[src/rtl/instr_fetch_if.sv]
// Fetch-stage bus: instruction-memory request/acknowledge plus the
// valid/ready delivery and redirect channels toward execute.
interface instr_fetch_if;
    logic        mem_req;
    logic [31:0] mem_addr;
    logic        mem_ack;
    logic [31:0] mem_rdata;
    logic        instr_valid;
    logic [31:0] instr;
    logic [31:0] instr_pc;
    logic        instr_ready;
    logic        redirect_valid;
    logic [31:0] redirect_pc;

    modport master (
        output mem_req, mem_addr,
        input  mem_ack, mem_rdata,
        output instr_valid, instr, instr_pc,
        input  instr_ready, redirect_valid, redirect_pc
    );

    modport slave (
        input  mem_req, mem_addr,
        output mem_ack, mem_rdata,
        input  instr_valid, instr, instr_pc,
        output instr_ready, redirect_valid, redirect_pc
    );
endinterface

[src/rtl/instr_fetch_unit.sv]
// Instruction fetch stage: owns the PC, keeps one memory read in flight and
// buffers returned words in a shift-style prefetch queue whose slot 0 is the head.
module instr_fetch_unit #(
    parameter logic [31:0] RESET_PC = 32'h0000_0000,
    parameter int          DEPTH    = 2
) (
    input logic           clk,
    input logic           rst,
    instr_fetch_if.master bus
);
    localparam int CW = $clog2(DEPTH + 1);

    typedef enum logic [1:0] {
        REQ_IDLE,
        REQ_BUSY,
        REQ_SQUASH
    } req_state_t;

    req_state_t       req_state_reg, req_state_next, req_state_settled;
    logic [31:0]      fetch_pc_reg, fetch_pc_next;
    logic             mem_req_reg;
    logic [31:0]      mem_addr_reg, mem_addr_next;
    logic [CW-1:0]    count_reg, count_next, push_slot;
    logic [31:0]      q_instr_reg [DEPTH];
    logic [31:0]      q_instr_next [DEPTH];
    logic [31:0]      q_pc_reg [DEPTH];
    logic [31:0]      q_pc_next [DEPTH];
    logic [DEPTH-1:0] q_valid_reg, q_valid_next;
    logic             flush, pop, push, issue;
    logic             unused_redirect_lsbs;

    assign unused_redirect_lsbs = ^bus.redirect_pc[1:0];

    // A redirect flushes everything and overrides any pop or push this cycle.
    always_comb begin
        flush         = bus.redirect_valid;
        pop           = q_valid_reg[0] && bus.instr_ready && !flush;
        push          = (req_state_reg == REQ_BUSY) && bus.mem_ack && !flush;
        fetch_pc_next = fetch_pc_reg;
        if (flush) begin
            fetch_pc_next = {bus.redirect_pc[31:2], 2'b00};
        end else if (push) begin
            fetch_pc_next = mem_addr_reg + 32'd4;
        end
        push_slot  = count_reg - CW'(pop);
        count_next = flush ? '0 : (count_reg - CW'(pop) + CW'(push));
    end

    // Request tracker; SQUASH marks an in-flight read whose data is stale.
    always_comb begin
        req_state_settled = req_state_reg;
        case (req_state_reg)
            REQ_BUSY: begin
                if (bus.mem_ack) begin
                    req_state_settled = REQ_IDLE;
                end else if (flush) begin
                    req_state_settled = REQ_SQUASH;
                end
            end
            REQ_SQUASH: begin
                if (bus.mem_ack) begin
                    req_state_settled = REQ_IDLE;
                end
            end
            default: begin
            end
        endcase
        issue          = (req_state_settled == REQ_IDLE) && (count_next < CW'(DEPTH));
        req_state_next = issue ? REQ_BUSY : req_state_settled;
        mem_addr_next  = issue ? fetch_pc_next : mem_addr_reg;
    end

    generate
        for (genvar gi = 0; gi < DEPTH; gi++) begin : g_entry
            logic [31:0] up_instr;
            logic [31:0] up_pc;
            logic        load_new;

            if (gi < DEPTH - 1) begin : g_shift
                assign up_instr = q_instr_reg[gi + 1];
                assign up_pc    = q_pc_reg[gi + 1];
            end else begin : g_top
                assign up_instr = q_instr_reg[gi];
                assign up_pc    = q_pc_reg[gi];
            end

            // The incoming word lands just above the surviving entries.
            assign load_new = push && (push_slot == CW'(gi));

            assign q_instr_next[gi] = flush    ? q_instr_reg[gi] :
                                      load_new ? bus.mem_rdata   :
                                      pop      ? up_instr        : q_instr_reg[gi];
            assign q_pc_next[gi]    = flush    ? q_pc_reg[gi]    :
                                      load_new ? mem_addr_reg    :
                                      pop      ? up_pc           : q_pc_reg[gi];
            assign q_valid_next[gi] = CW'(gi) < count_next;
        end
    endgenerate

    always_ff @(posedge clk) begin
        if (rst) begin
            req_state_reg <= REQ_IDLE;
            fetch_pc_reg  <= RESET_PC;
            mem_req_reg   <= 1'b0;
            mem_addr_reg  <= RESET_PC;
            count_reg     <= '0;
            q_valid_reg   <= '0;
            for (int i = 0; i < DEPTH; i++) begin
                q_instr_reg[i] <= '0;
                q_pc_reg[i]    <= '0;
            end
        end else begin
            req_state_reg <= req_state_next;
            fetch_pc_reg  <= fetch_pc_next;
            mem_req_reg   <= (req_state_next != REQ_IDLE);
            mem_addr_reg  <= mem_addr_next;
            count_reg     <= count_next;
            q_valid_reg   <= q_valid_next;
            for (int i = 0; i < DEPTH; i++) begin
                q_instr_reg[i] <= q_instr_next[i];
                q_pc_reg[i]    <= q_pc_next[i];
            end
        end
    end

    assign bus.mem_req     = mem_req_reg;
    assign bus.mem_addr    = mem_addr_reg;
    assign bus.instr_valid = q_valid_reg[0];
    assign bus.instr       = q_instr_reg[0];
    assign bus.instr_pc    = q_pc_reg[0];
endmodule

[src/flat_wrapper.sv]
// flat-port wrapper written by rule: the top's interface ports become plain ports
module instr_fetch_unit_flat 
#(
    parameter logic [31:0] RESET_PC = 32'h0000_0000,
    parameter int          DEPTH    = 2
)
  (clk, rst, bus_mem_req, bus_mem_addr, bus_mem_ack, bus_mem_rdata, bus_instr_valid, bus_instr, bus_instr_pc, bus_instr_ready, bus_redirect_valid, bus_redirect_pc);
  instr_fetch_if bus_i ();
  input logic clk;
  input logic rst;
  output wire logic [$bits(bus_i.mem_req)-1:0] bus_mem_req;
  output wire logic [$bits(bus_i.mem_addr)-1:0] bus_mem_addr;
  input wire logic [$bits(bus_i.mem_ack)-1:0] bus_mem_ack;
  input wire logic [$bits(bus_i.mem_rdata)-1:0] bus_mem_rdata;
  output wire logic [$bits(bus_i.instr_valid)-1:0] bus_instr_valid;
  output wire logic [$bits(bus_i.instr)-1:0] bus_instr;
  output wire logic [$bits(bus_i.instr_pc)-1:0] bus_instr_pc;
  input wire logic [$bits(bus_i.instr_ready)-1:0] bus_instr_ready;
  input wire logic [$bits(bus_i.redirect_valid)-1:0] bus_redirect_valid;
  input wire logic [$bits(bus_i.redirect_pc)-1:0] bus_redirect_pc;
  assign bus_mem_req = bus_i.mem_req;
  assign bus_mem_addr = bus_i.mem_addr;
  assign bus_i.mem_ack = bus_mem_ack;
  assign bus_i.mem_rdata = bus_mem_rdata;
  assign bus_instr_valid = bus_i.instr_valid;
  assign bus_instr = bus_i.instr;
  assign bus_instr_pc = bus_i.instr_pc;
  assign bus_i.instr_ready = bus_instr_ready;
  assign bus_i.redirect_valid = bus_redirect_valid;
  assign bus_i.redirect_pc = bus_redirect_pc;
  instr_fetch_unit #(.RESET_PC(RESET_PC), .DEPTH(DEPTH)) u_core (.clk(clk), .rst(rst), .bus(bus_i));
endmodule
[config.mk]
export PLATFORM = sky130hd
export DESIGN_NAME = instr_fetch_unit_flat
export DESIGN_NICKNAME = d
export VERILOG_FILES = /design/src/rtl/instr_fetch_if.sv /design/src/rtl/instr_fetch_unit.sv /design/src/flat_wrapper.sv
export SDC_FILE = /design/constraint.sdc
export NUM_CORES = 1
export LEC_CHECK = 0
export ABC_CLOCK_PERIOD_IN_PS = 6300
export CORE_MARGIN = 1
export CORE_UTILIZATION = 56
export DETAILED_ROUTE_END_ITERATION = 16
export PLACE_DENSITY = 0.93
export RECOVER_POWER = 25
export SYNTH_ARGS = -nofsm -noshare
export SYNTH_HDL_FRONTEND = slang
export SYNTH_SLANG_ARGS = --single-unit
export TNS_END_PERCENT = 30
[constraint.sdc]
create_clock -name clk -period 6.3 [get_ports clk]
set_input_delay 1.575 -clock clk [delete_from_list [all_inputs] [get_ports clk]]
set_output_delay 1.575 -clock clk [all_outputs]
set_load 0.05 [all_outputs]
Word-level counts from Yosys, hierarchy flattened
Memory sizes are Yosys's and may differ from the RTL's. Index checks and enable logic that the tools add are counted.

Memory bits (writable): 128. Latch bits: 0. Memories kept: 2. Bits of input ports: 69. Flip-flop bits (word level): 70. Word-level logic and storage cells: 56. Memory bits (read-only): 0.

$lt $le $gt $ge: 2. Reduce and logical (&&, ||, !) cells: 11. Add/subtract/negate cells: 3. Shift-type cells: 0. Mux-type cells: 25. Multiply operators: 0. Eq/ne operators: 3. Divide/modulo/power cells: 0. Bitwise gates (word level): 4.

Memory list: u_core.q_instr_reg (words 2, width 32, rd ports 2, clocked after Yosys merged registers in 0, write ports 2, line instr_fetch_unit.sv:24) `logic [31:0] q_instr_reg [DEPTH];`; u_core.q_pc_reg (words 2, width 32, rd ports 2, clocked after Yosys merged registers in 0, write ports 2, line instr_fetch_unit.sv:26) `logic [31:0] q_pc_reg [DEPTH];`.

Operator list (count): $mux W32 (16); $add A32 B3 Y32 const B (1); $mux W2 (5); $logic_and A1 B1 Y1 (7); $eq A2 B1 Y1 const B (2); $logic_not A2 Y1 (2); $or A1 B1 Y1 (4); $pmux W2 S2 (1); $mux W1 (3); $add A2 B1 Y2 (1); $eq A2 B2 Y1 const B (1); $lt A1 B2 Y1 const A (1); $lt A2 B2 Y1 const B (1); $reduce_bool A2 Y1 (1); $sub A2 B1 Y2 (1); $logic_not A1 Y1 (1).

Depth between registers and ports, before layout
Gate-level depths: netlist (run 1).

Word-level depth: 9. Depth in mapped cells: 14.

Worst setup path before layout (run 1)
OpenSTA, ideal clock, no wires.

Path type: input port to flip-flop. Start: in bus_redirect_valid. End: reg u_core.mem_addr_reg[25] (netlist: u_core.bus.mem_addr[25]). Data arrival time: 4.022 ns. Path slack: 2.141 ns. Path buffers: 4. Cell stages on the path: 14. Required time: 6.162 ns. Cells stage by stage: buf_2 > nand3b_1 > inv_1 > clkbuf_1 > ha_1 > inv_1 > ha_1 > xnor3_1 > or2_2 > and3_1 > clkbuf_1 > buf_1 > a21oi_1 > a211oi_1.

Word-level cells in the longest chain between the ends: 7.

Ends and longest elaborated chain: start, declared (line flat_wrapper.sv:19) `input wire logic [$bits(bus_i.redirect_valid)-1:0] bus_redirect_valid;`; $logic_not A1 Y1 (line instr_fetch_unit.sv:37, instr_fetch_unit.sv:38); $logic_and A1 B1 Y1 (line instr_fetch_unit.sv:37) `pop = q_valid_reg[0] && bus.instr_ready && !flush;`; $sub A2 B1 Y2 (line instr_fetch_unit.sv:46) `count_next = flush ? '0 : (count_reg - CW'(pop) + CW'(push));`; $add A2 B1 Y2 (line instr_fetch_unit.sv:46); $mux W2 (line instr_fetch_unit.sv:46); $lt A2 B2 Y1 (line instr_fetch_unit.sv:68) `issue = (req_state_settled == REQ_IDLE) && (count_next < CW'(DEPTH));`; $logic_and A1 B1 Y1 (line instr_fetch_unit.sv:68); end signal, assigned (line instr_fetch_unit.sv:116) `mem_addr_reg <= mem_addr_next;`; end, declared (line instr_fetch_unit.sv:22) `logic [31:0] mem_addr_reg, mem_addr_next;`.

Parallel ways exist; a longest one is shown, timed or not. A chain may end at the register's enable or synchronous reset.

Final worst setup path (run 1)
Start: in bus_mem_ack. End: reg u_core.mem_addr_reg[10] (netlist: u_core.bus.mem_addr[10]).

Word-level cells in the longest chain between the ends: 6.

Ends and longest elaborated chain: start, declared (line flat_wrapper.sv:13) `input wire logic [$bits(bus_i.mem_ack)-1:0] bus_mem_ack;`; $logic_and A1 B1 Y1 (2 in a row) (line instr_fetch_unit.sv:38) `push = (req_state_reg == REQ_BUSY) && bus.mem_ack && !flush;`; $add A2 B1 Y2 (line instr_fetch_unit.sv:46); $mux W2 (line instr_fetch_unit.sv:46); $lt A2 B2 Y1 (line instr_fetch_unit.sv:68); $logic_and A1 B1 Y1 (line instr_fetch_unit.sv:68).

Parallel ways exist; a longest one is shown, timed or not.

==> out/results.ini, run 1 <==
[power_and_ir_drop]
static-leakage-power_uw = 0.00384
p_int_uw = 2170
switchingPower_uw = 956
power.clock.fraction_pct = 36.7
p_sw_share_pct = 30.6
power_per_cell_area_nw_per_um2 = 290
seqPwrFrac_pct = 45.2
combPwrFrac_pct = 18.1
peakVddDrop_mv = 0.214

[cts]
clkTransAtPathRegs_ns = 0.07
cts.path.max_buffers = 2
cts-buffers-inserted = 17
cts-resized-gates = 0
cts.hold.buffers_added = 0
clock_sink_count = 198
post_cts_buffers = 0
cts_tree = done
cts_max_level = 4
clock_insertion_delay_worst_skew_ns = 0.44
clk_root_buffer_cell = sky130_fd_sc_hd__clkbuf_16

[timing]
timing.final.crit_share_pct = 72.6
timing.clock.skew_ns = 0.00998
final-hold-violation-count = 0
report.final.setup_viol = 0
fin_tns_setup_ns = 0
period_minus_slack_ns = 4.58
final-max-slew-violation-count = 0
slew_headroom_pct = 19.0
clock.fmax_ghz = 0.219
worst-slew-pin-transition_ns = 1.21
setup_repair_after_global_routing_missed_its_margin = false

[synthesis]
dominantRegCellSynth = sky130_fd_sc_hd__dfxtp_1
synthCells = 1105
synth-seq-cells = 198
synth_seq_area_share_pct = 46.2
asyncSetResetFlopFracSynth_pct = 0
post_synth_num_cell_types = 52
synth_warnings = 0
count_of_flip_flops_with_a_built_in_enable_after_synthesis = 0
synth.cell_area_um2 = 8570
syn_area_per_cell_um2 = 7.76
syn_nets = 1179

[placement]
post_dp_cell_area_um2 = 10200
gpl.final_weighted_congestion = 0.887
detailedPlacementHpwl_mm = 14.5
place.detailed.instances = 1364
buffer_ports.inserted = 164

[final_layout]
finish.cell_count_without_fillers = 1397
final_nets = 1273
design_area_um2 = 10800
layout-drive-gt1-share_pct = 5.12
area_growth_syn_to_layout_pct = 25.7

[floorplan]
core_region_area_um2 = 14800
placement_rows = 44
io_pins = 167
start_util_pct = 58.1
die-width_um = 126
chipHeight_um = 126
floorplan.die_area_um2 = 15800

[detailed_routing]
drt_first_pass_iters = 7
antenna_left = 0
routed_wirelength_normalized_by_instance_count_um = 17.2
drt-initial-drc-count = 945
post-route-drc-count = 0
route.vias.total = 8537
routed_wl_mm = 24.0
vias_per_cell = 6.11

[grt]
first_pass_grt_wire_length_mm = 38.3
grt.overflow.total = 0
grt_max_degree = 138
global_route.usage.total_pct = 29.9
number_of_antenna_violations_at_the_first_check_in_global_routing = 1
grt_pass1_vias = 7768

[setup_path]
ff_to_ff_path_depth = 10
r2r_start = u_core.req_state_reg[1]
worstPathArrival_ns = 4.89
setup.reg_to_reg.worst_slack_ns = 2.78
worstPathMaxFanout = 29
timing.critical_path.from_type = input pin
worst_setup_path_startpoint = bus_mem_ack
path_class = input pin to flop
end_kind = flop
worst-endpoint-required_ns = 6.62

[worst_hold_path]
hold_path_depth = 2
hold_class = flop to flop
hp_start = u_core.q_pc_reg[0][53]

[flow_run]
max-cap-violations = 0

[outcome]
run_status = completed

[cell type report]
cell class	count	area, µm²
Sequential cell	198	3960
Fill cell	1098	3970
Multi-Input combinational cell	789	4170
Clock inverter	13	168
Tap cell	184	230
Clock buffer	19	453
Inverter	16	60.1
Timing Repair Buffer	177	1740
Antenna cell	1	2.50
[layout by cell type (no fill, tap or decap), drive strengths merged, types with 6 or more instances in the layout]
cell type	Yosys	layout
nand2	297	297
dfxtp	198	198
a21oi	122	122
nor2	113	113
clkdlybuf4s50	0	112
a311oi	79	79
dlygate4sd3	0	50
clkbuf	86	19
inv	15	19
a211oi	17	17
o21ai	17	17
nand3	16	16
buf	16	15
nor4	11	11
or3	8	8
nor3	8	8
xor2	8	8
nand4	8	8
o31a	7	7
and3	7	7
a221oi	6	6
[worst max-delay path, stage by stage]
cell and delay, ns:
sky130_fd_sc_hd__dlygate4sd3_1 0.62, sky130_fd_sc_hd__nand3b_1 0.39, sky130_fd_sc_hd__clkinv_1 0.18, sky130_fd_sc_hd__ha_1 0.22, sky130_fd_sc_hd__xnor3_1 0.22, sky130_fd_sc_hd__or2_2 0.12
sky130_fd_sc_hd__and3_1 0.97, sky130_fd_sc_hd__a21oi_1 0.19, sky130_fd_sc_hd__a311oi_1 0.39
[path summary, 6_finish.rpt]
path,end
worst max-delay path,u_core.bus.mem_addr[10]
worst min register to register,u_core.q_pc_reg[0][53]
worst max register to register,u_core.bus.mem_addr[10]
worst min-delay path,u_core.q_pc_reg[0][53]
[kinds of logic (layout without fill, tap and decap cells)]
logic type	after synthesis	in the layout	synth area share, %
flops	198	198	46.2
compound gates	269	269	21.0
xor+xnor	13	13	1.49
fa+ha+maj	5	5	0.730
mux	7	7	0.846
buf+inv	118	225	5.41
simple gates	495	495	24.3
other cells	0	1	0
[per-stage QoR]
stage	utilization, %	worst slack, ns	total power [µW]	hold WS [ns]
detailed placement	68.9	1.54	2000	0.447
CTS	73.1	1.97	3130	0.457
global route	73.1	1.60	3230	0.470
global placement	68.9	1.61	1990	0.441
finish	73.1	1.72	3120	0.455
floorplan	-	2.14	1780	0.437
[power by group through the flow]
stage                     clock network [µW]  registers (µW)  logic, µW
after detailed placement                   0            1440        562
after global routing                    1210            1420        595
after CTS                               1150            1410        567
final                                   1150            1410        564
after global placement                     0            1430        552
after floorplan                            0            1570        213
[synth_stat cells (all sizes together), types with 2 or more instances]
cell     instances  share of area (%)
nor3             8               0.47
or2              4               0.29
xnor2            4               0.41
nand4            8               0.66
clkbuf          86                3.8
buf             16               0.95
nor4            11               0.88
nand2          297                 13
o31ai            3               0.26
mux2i            5               0.58
a311oi          79                8.1
ha               5               0.73
a21oi          122                7.1
inv             15               0.66
mux2             2               0.26
nor2b            5               0.36
o31a             7               0.72
o2111ai          2               0.20
nand3           16               0.93
nand3b           3               0.26
a31oi            4               0.29
nor2           113                4.9
nor3b            5               0.44
o21a             2               0.18
dfxtp          198                 46
and2             2               0.15
or4              3               0.31
a221oi           6               0.61
o21ai           17               0.99
and3             7               0.51
a41oi            2               0.20
xor2             8               0.82
a211oi          17                1.5
or3              8               0.58
and4             4               0.41
[layer usage]
layer  GRT usage (%)  vias to the layer above  share of wire [%]
li1                -                     4029                  -
met1            38.9                     4013                 43
met2            49.4                      448                 47
met3            6.07                       47                8.1
met4            10.6                        0                2.4
met5               0                        -                  0
No activity file was read; power rests on OpenSTA's default activity.
==> inputs of run 2 (changes only) <==
--- a/config.mk
+++ b/config.mk
@@ -5,11 +5,11 @@
 export SDC_FILE = /design/constraint.sdc
 export NUM_CORES = 1
 export LEC_CHECK = 0
-export ABC_CLOCK_PERIOD_IN_PS = 6300
+export ABC_CLOCK_PERIOD_IN_PS = 4440
 export CORE_MARGIN = 1
-export CORE_UTILIZATION = 56
+export CORE_UTILIZATION = 52
 export DETAILED_ROUTE_END_ITERATION = 16
-export PLACE_DENSITY = 0.93
+export PLACE_DENSITY = 0.88
 export RECOVER_POWER = 25
 export SYNTH_ARGS = -nofsm -noshare
 export SYNTH_HDL_FRONTEND = slang
==> constraint.sdc (replaced) <==
create_clock -name clk -period 4.44 [get_ports clk]
set_input_delay 1.11 -clock clk [delete_from_list [all_inputs] [get_ports clk]]
set_output_delay 1.11 -clock clk [all_outputs]
set_load 0.05 [all_outputs]
==> run 2 against run 1 <==
The run now ends with max-capacitance violations, max-slew violations left; utilization decreased by 5.6 points; clock-buffer cell count is the same; sequential power grew 41%; largest cell class unchanged.
==> out/results.ini, run 2 (synthesized netlist as in run 1, its figures left out) <==
[final_layout]
utilization_after_layout_pct = 67.5  ; was 73.1%
layout_commonest_cell = sky130_fd_sc_hd__nand2_1  ; unchanged
area_growth_syn_to_layout_pct = 25.9  ; was 25.7%
final_nets = 1275  ; was 1273
layout-drive-gt1-share_pct = 4.78  ; was 5.12%
insertedDiodeCount = 0  ; was 1
mostFrequentLayoutCells = sky130_fd_sc_hd__nand2_1 (297), sky130_fd_sc_hd__dfxtp_1 (198), sky130_fd_sc_hd__clkdlybuf4s50_1 (124)  ; was sky130_fd_sc_hd__nand2_1 (297), sky130_fd_sc_hd__dfxtp_1 (198), sky130_fd_sc_hd__a21oi_1 (122)

[grt]
global_route.usage.total_pct = 27.8  ; was 29.9%
grt.overflow.total = 0  ; unchanged
grt_pass1_vias = 7492  ; was 7768
number_of_antenna_violations_at_the_first_check_in_global_routing = 0  ; was 1
grt_max_degree = 130  ; was 138
first_pass_grt_wire_length_mm = 37.3  ; was 38.3 mm

[floorplan]
die-width_um = 130  ; was 126 µm
start_util_pct = 53.6  ; was 58.1%
floorplan.die_area_um2 = 17000  ; was 15800 µm²
chipHeight_um = 130  ; was 126 µm
io_pins = 167  ; unchanged
core_region_area_um2 = 16000  ; was 14800 µm²
placement_rows = 46  ; was 44

[timing]
fin_tns_setup_ns = 0  ; unchanged
setup_repair_after_global_routing_missed_its_margin = false  ; unchanged
timing.clock.skew_ns = 0.00881  ; was 0.00998 ns
report.final.setup_viol = 0  ; unchanged
timing.final.crit_share_pct = 88.5
period_minus_slack_ns = 3.93
clock.fmax_ghz = 0.255
final-max-slew-violation-count = 10  ; was 0
slew_headroom_pct = -2.83  ; was 19.0%
final-hold-violation-count = 0  ; unchanged
worst-slew-pin-transition_ns = 1.53  ; was 1.21 ns

[detailed_routing]
post-route-drc-count = 0  ; unchanged
vias_per_cell = 5.85  ; was 6.11
route.vias.total = 8372  ; was 8537
drt-initial-drc-count = 740  ; was 945
routed_wl_mm = 23.7  ; was 24.0 mm
drt_first_pass_iters = 7  ; unchanged
routed_wirelength_normalized_by_instance_count_um = 16.6  ; was 17.2 µm
antenna_left = 0  ; unchanged

[setup_path]
longest_individual_stage_delay_on_the_worst_path_ns = 0.96  ; was 0.97 ns
worst-endpoint-required_ns = 4.78  ; was 6.62 ns
timing.critical_path.cells = dlygate4sd3_1 > nand3b_1 > clkinv_1 > ha_1 > inv_1 > ha_1 > xnor3_1 > or2_2 > and3_1 > a21oi_1 > a211oi_1  ; was dlygate4sd3_1 > nand3b_1 > clkinv_1 > ha_1 > xnor3_1 > or2_2 > and3_1 > a21oi_1 > a311oi_1
critical_path.endpoint = u_core.bus.mem_addr[9]  ; was u_core.bus.mem_addr[10]
critical-path-top-cell-by-count = sky130_fd_sc_hd__ha_1
setup.reg_to_reg.worst_slack_ns = 1.13  ; was 2.78 ns
path_class = input pin to flop  ; unchanged
worstReg2RegEnd = u_core.bus.mem_addr[25]  ; was u_core.bus.mem_addr[10]
timing.critical_path.from_type = input pin  ; unchanged
worst_setup_path_startpoint = bus_instr_ready  ; was bus_mem_ack
worstPathArrival_ns = 4.27  ; was 4.89 ns
end_kind = flop  ; unchanged
cpMaxStageDelayCell = sky130_fd_sc_hd__and3_1  ; unchanged
worstPathMaxFanout = 29  ; unchanged
ff_to_ff_path_depth = 5  ; was 10
r2r_start = u_core.bus.mem_addr[5]  ; was u_core.req_state_reg[1]

[power_and_ir_drop]
switchingPower_uw = 1340  ; was 956 µW
combPwrFrac_pct = 18.5  ; was 18.1%
peakVddDrop_mv = 0.298  ; was 0.214 mV
power.clock.fraction_pct = 35.7  ; was 36.7%
power_per_cell_area_nw_per_um2 = 403  ; was 290 nW/µm²
p_int_uw = 3010  ; was 2170 µW
static-leakage-power_uw = 0.00379  ; was 0.00384 µW
p_sw_share_pct = 30.8  ; was 30.6%
seqPwrFrac_pct = 45.8  ; was 45.2%

[cts]
cts_tree = done  ; unchanged
clock_sink_count = 198  ; unchanged
clock_insertion_delay_worst_skew_ns = 0.44  ; about the same
clk_root_buffer_cell = sky130_fd_sc_hd__clkbuf_16  ; unchanged
cts-resized-gates = 0  ; unchanged
cts-buffers-inserted = 17  ; unchanged
clkTransAtPathRegs_ns = 0.07  ; about the same
cts_max_level = 4  ; unchanged
cts.path.max_buffers = 2  ; unchanged
post_cts_buffers = 0  ; unchanged
cts.hold.buffers_added = 0  ; unchanged

[worst_hold_path]
hold_path_depth = 2  ; unchanged
hold_class = flop to flop  ; unchanged

[outcome]
run_status = finished, violations left  ; was completed
failed_checks = max-capacitance violations, max-slew violations

[placement]
detailedPlacementHpwl_mm = 14.9  ; was 14.5 mm
gpl.final_weighted_congestion = 0.797  ; was 0.887
buffer_ports.inserted = 164  ; unchanged

[flow_run]
max-cap-violations = 1  ; was 0

-- run 2: changes by cell type in the layout (fill, tap and decap cells not counted), moves of 2 or more --
cell                              delta
sky130_fd_sc_hd__buf_12              +2
sky130_fd_sc_hd__clkbuf_1            +2
sky130_fd_sc_hd__clkdlybuf4s50_1    +12
sky130_fd_sc_hd__dlygate4sd3_1      -12
-- run 2: layout make-up --
| type | count | area [µm²] |
|---|---|---|
| Fill cell | 1316 | 5200 |
| Multi-Input combinational cell | 789 | 4140 |
| Sequential cell | 198 | 3960 |
| Timing Repair Buffer | 179 | 1770 |
| Clock buffer | 19 | 443 |
| Tap cell | 216 | 270 |
| Clock inverter | 13 | 144 |
| Inverter | 16 | 60.1 |
-- run 2: power groups by stage --
stage	sequential [µW]	clock (µW)	combinational [µW]
finish	1990	1550	805
global route	2010	1650	851
CTS	1990	1570	813
detailed placement	2030	0	807
global placement	2030	0	791
floorplan	2230	0	303
-- run 2: worst min-delay path by stage --
| stage | start | endpoint |
|---|---|---|
| 3_3_place_gp | u_core.q_instr_reg[0][59] | u_core.q_instr_reg[0][59] |
| 3_5_place_dp | u_core.q_instr_reg[0][54] | u_core.q_instr_reg[0][54] |
| 2_1_floorplan | u_core.q_instr_reg[0][32] | u_core.q_instr_reg[0][32] |
| 5_1_grt | u_core.q_pc_reg[0][38] | u_core.q_pc_reg[0][38] |
| 6_report | u_core.q_instr_reg[0][52] | u_core.q_instr_reg[0][52] |
| 4_1_cts | u_core.q_instr_reg[0][54] | u_core.q_instr_reg[0][54] |
-- run 2: worst max-delay path, delay by kind of cell --
family / cells / cell delay, ns
AND/OR/NAND/NOR: 3 / 1.20
buffers and inverters: 3 / 0.72
adder cells (fa/ha/maj): 2 / 0.51
AO/OA/AOI/OAI: 2 / 0.50
XOR/XNOR: 1 / 0.22
-- run 2: layer usage --
layer  up-vias  track usage [%]  wire length, µm
li1       4038                -                -
met1      3954             35.0            10100
met2       328             47.5            11400
met3        52             5.17             1640
met4         0             10.6              611
met5         -                0                0
-- run 2: per-stage QoR --
step | total power [µW] | worst slack [ns] | cells | hold slack, ns | area (µm²)
6_report | 4350 | 0.512 | 1430 | 0.455 | 10800
4_1_cts | 4370 | 0.648 | 1430 | 0.457 | 10800
3_5_place_dp | 2840 | 0.208 | 1398 | 0.447 | 10200
3_3_place_gp | 2820 | 0.322 | 1398 | 0.442 | 10200
2_1_floorplan | 2530 | 0.746 | 1105 | 0.437 | 8570
5_1_grt | 4500 | 0.288 | 1430 | 0.472 | 10800
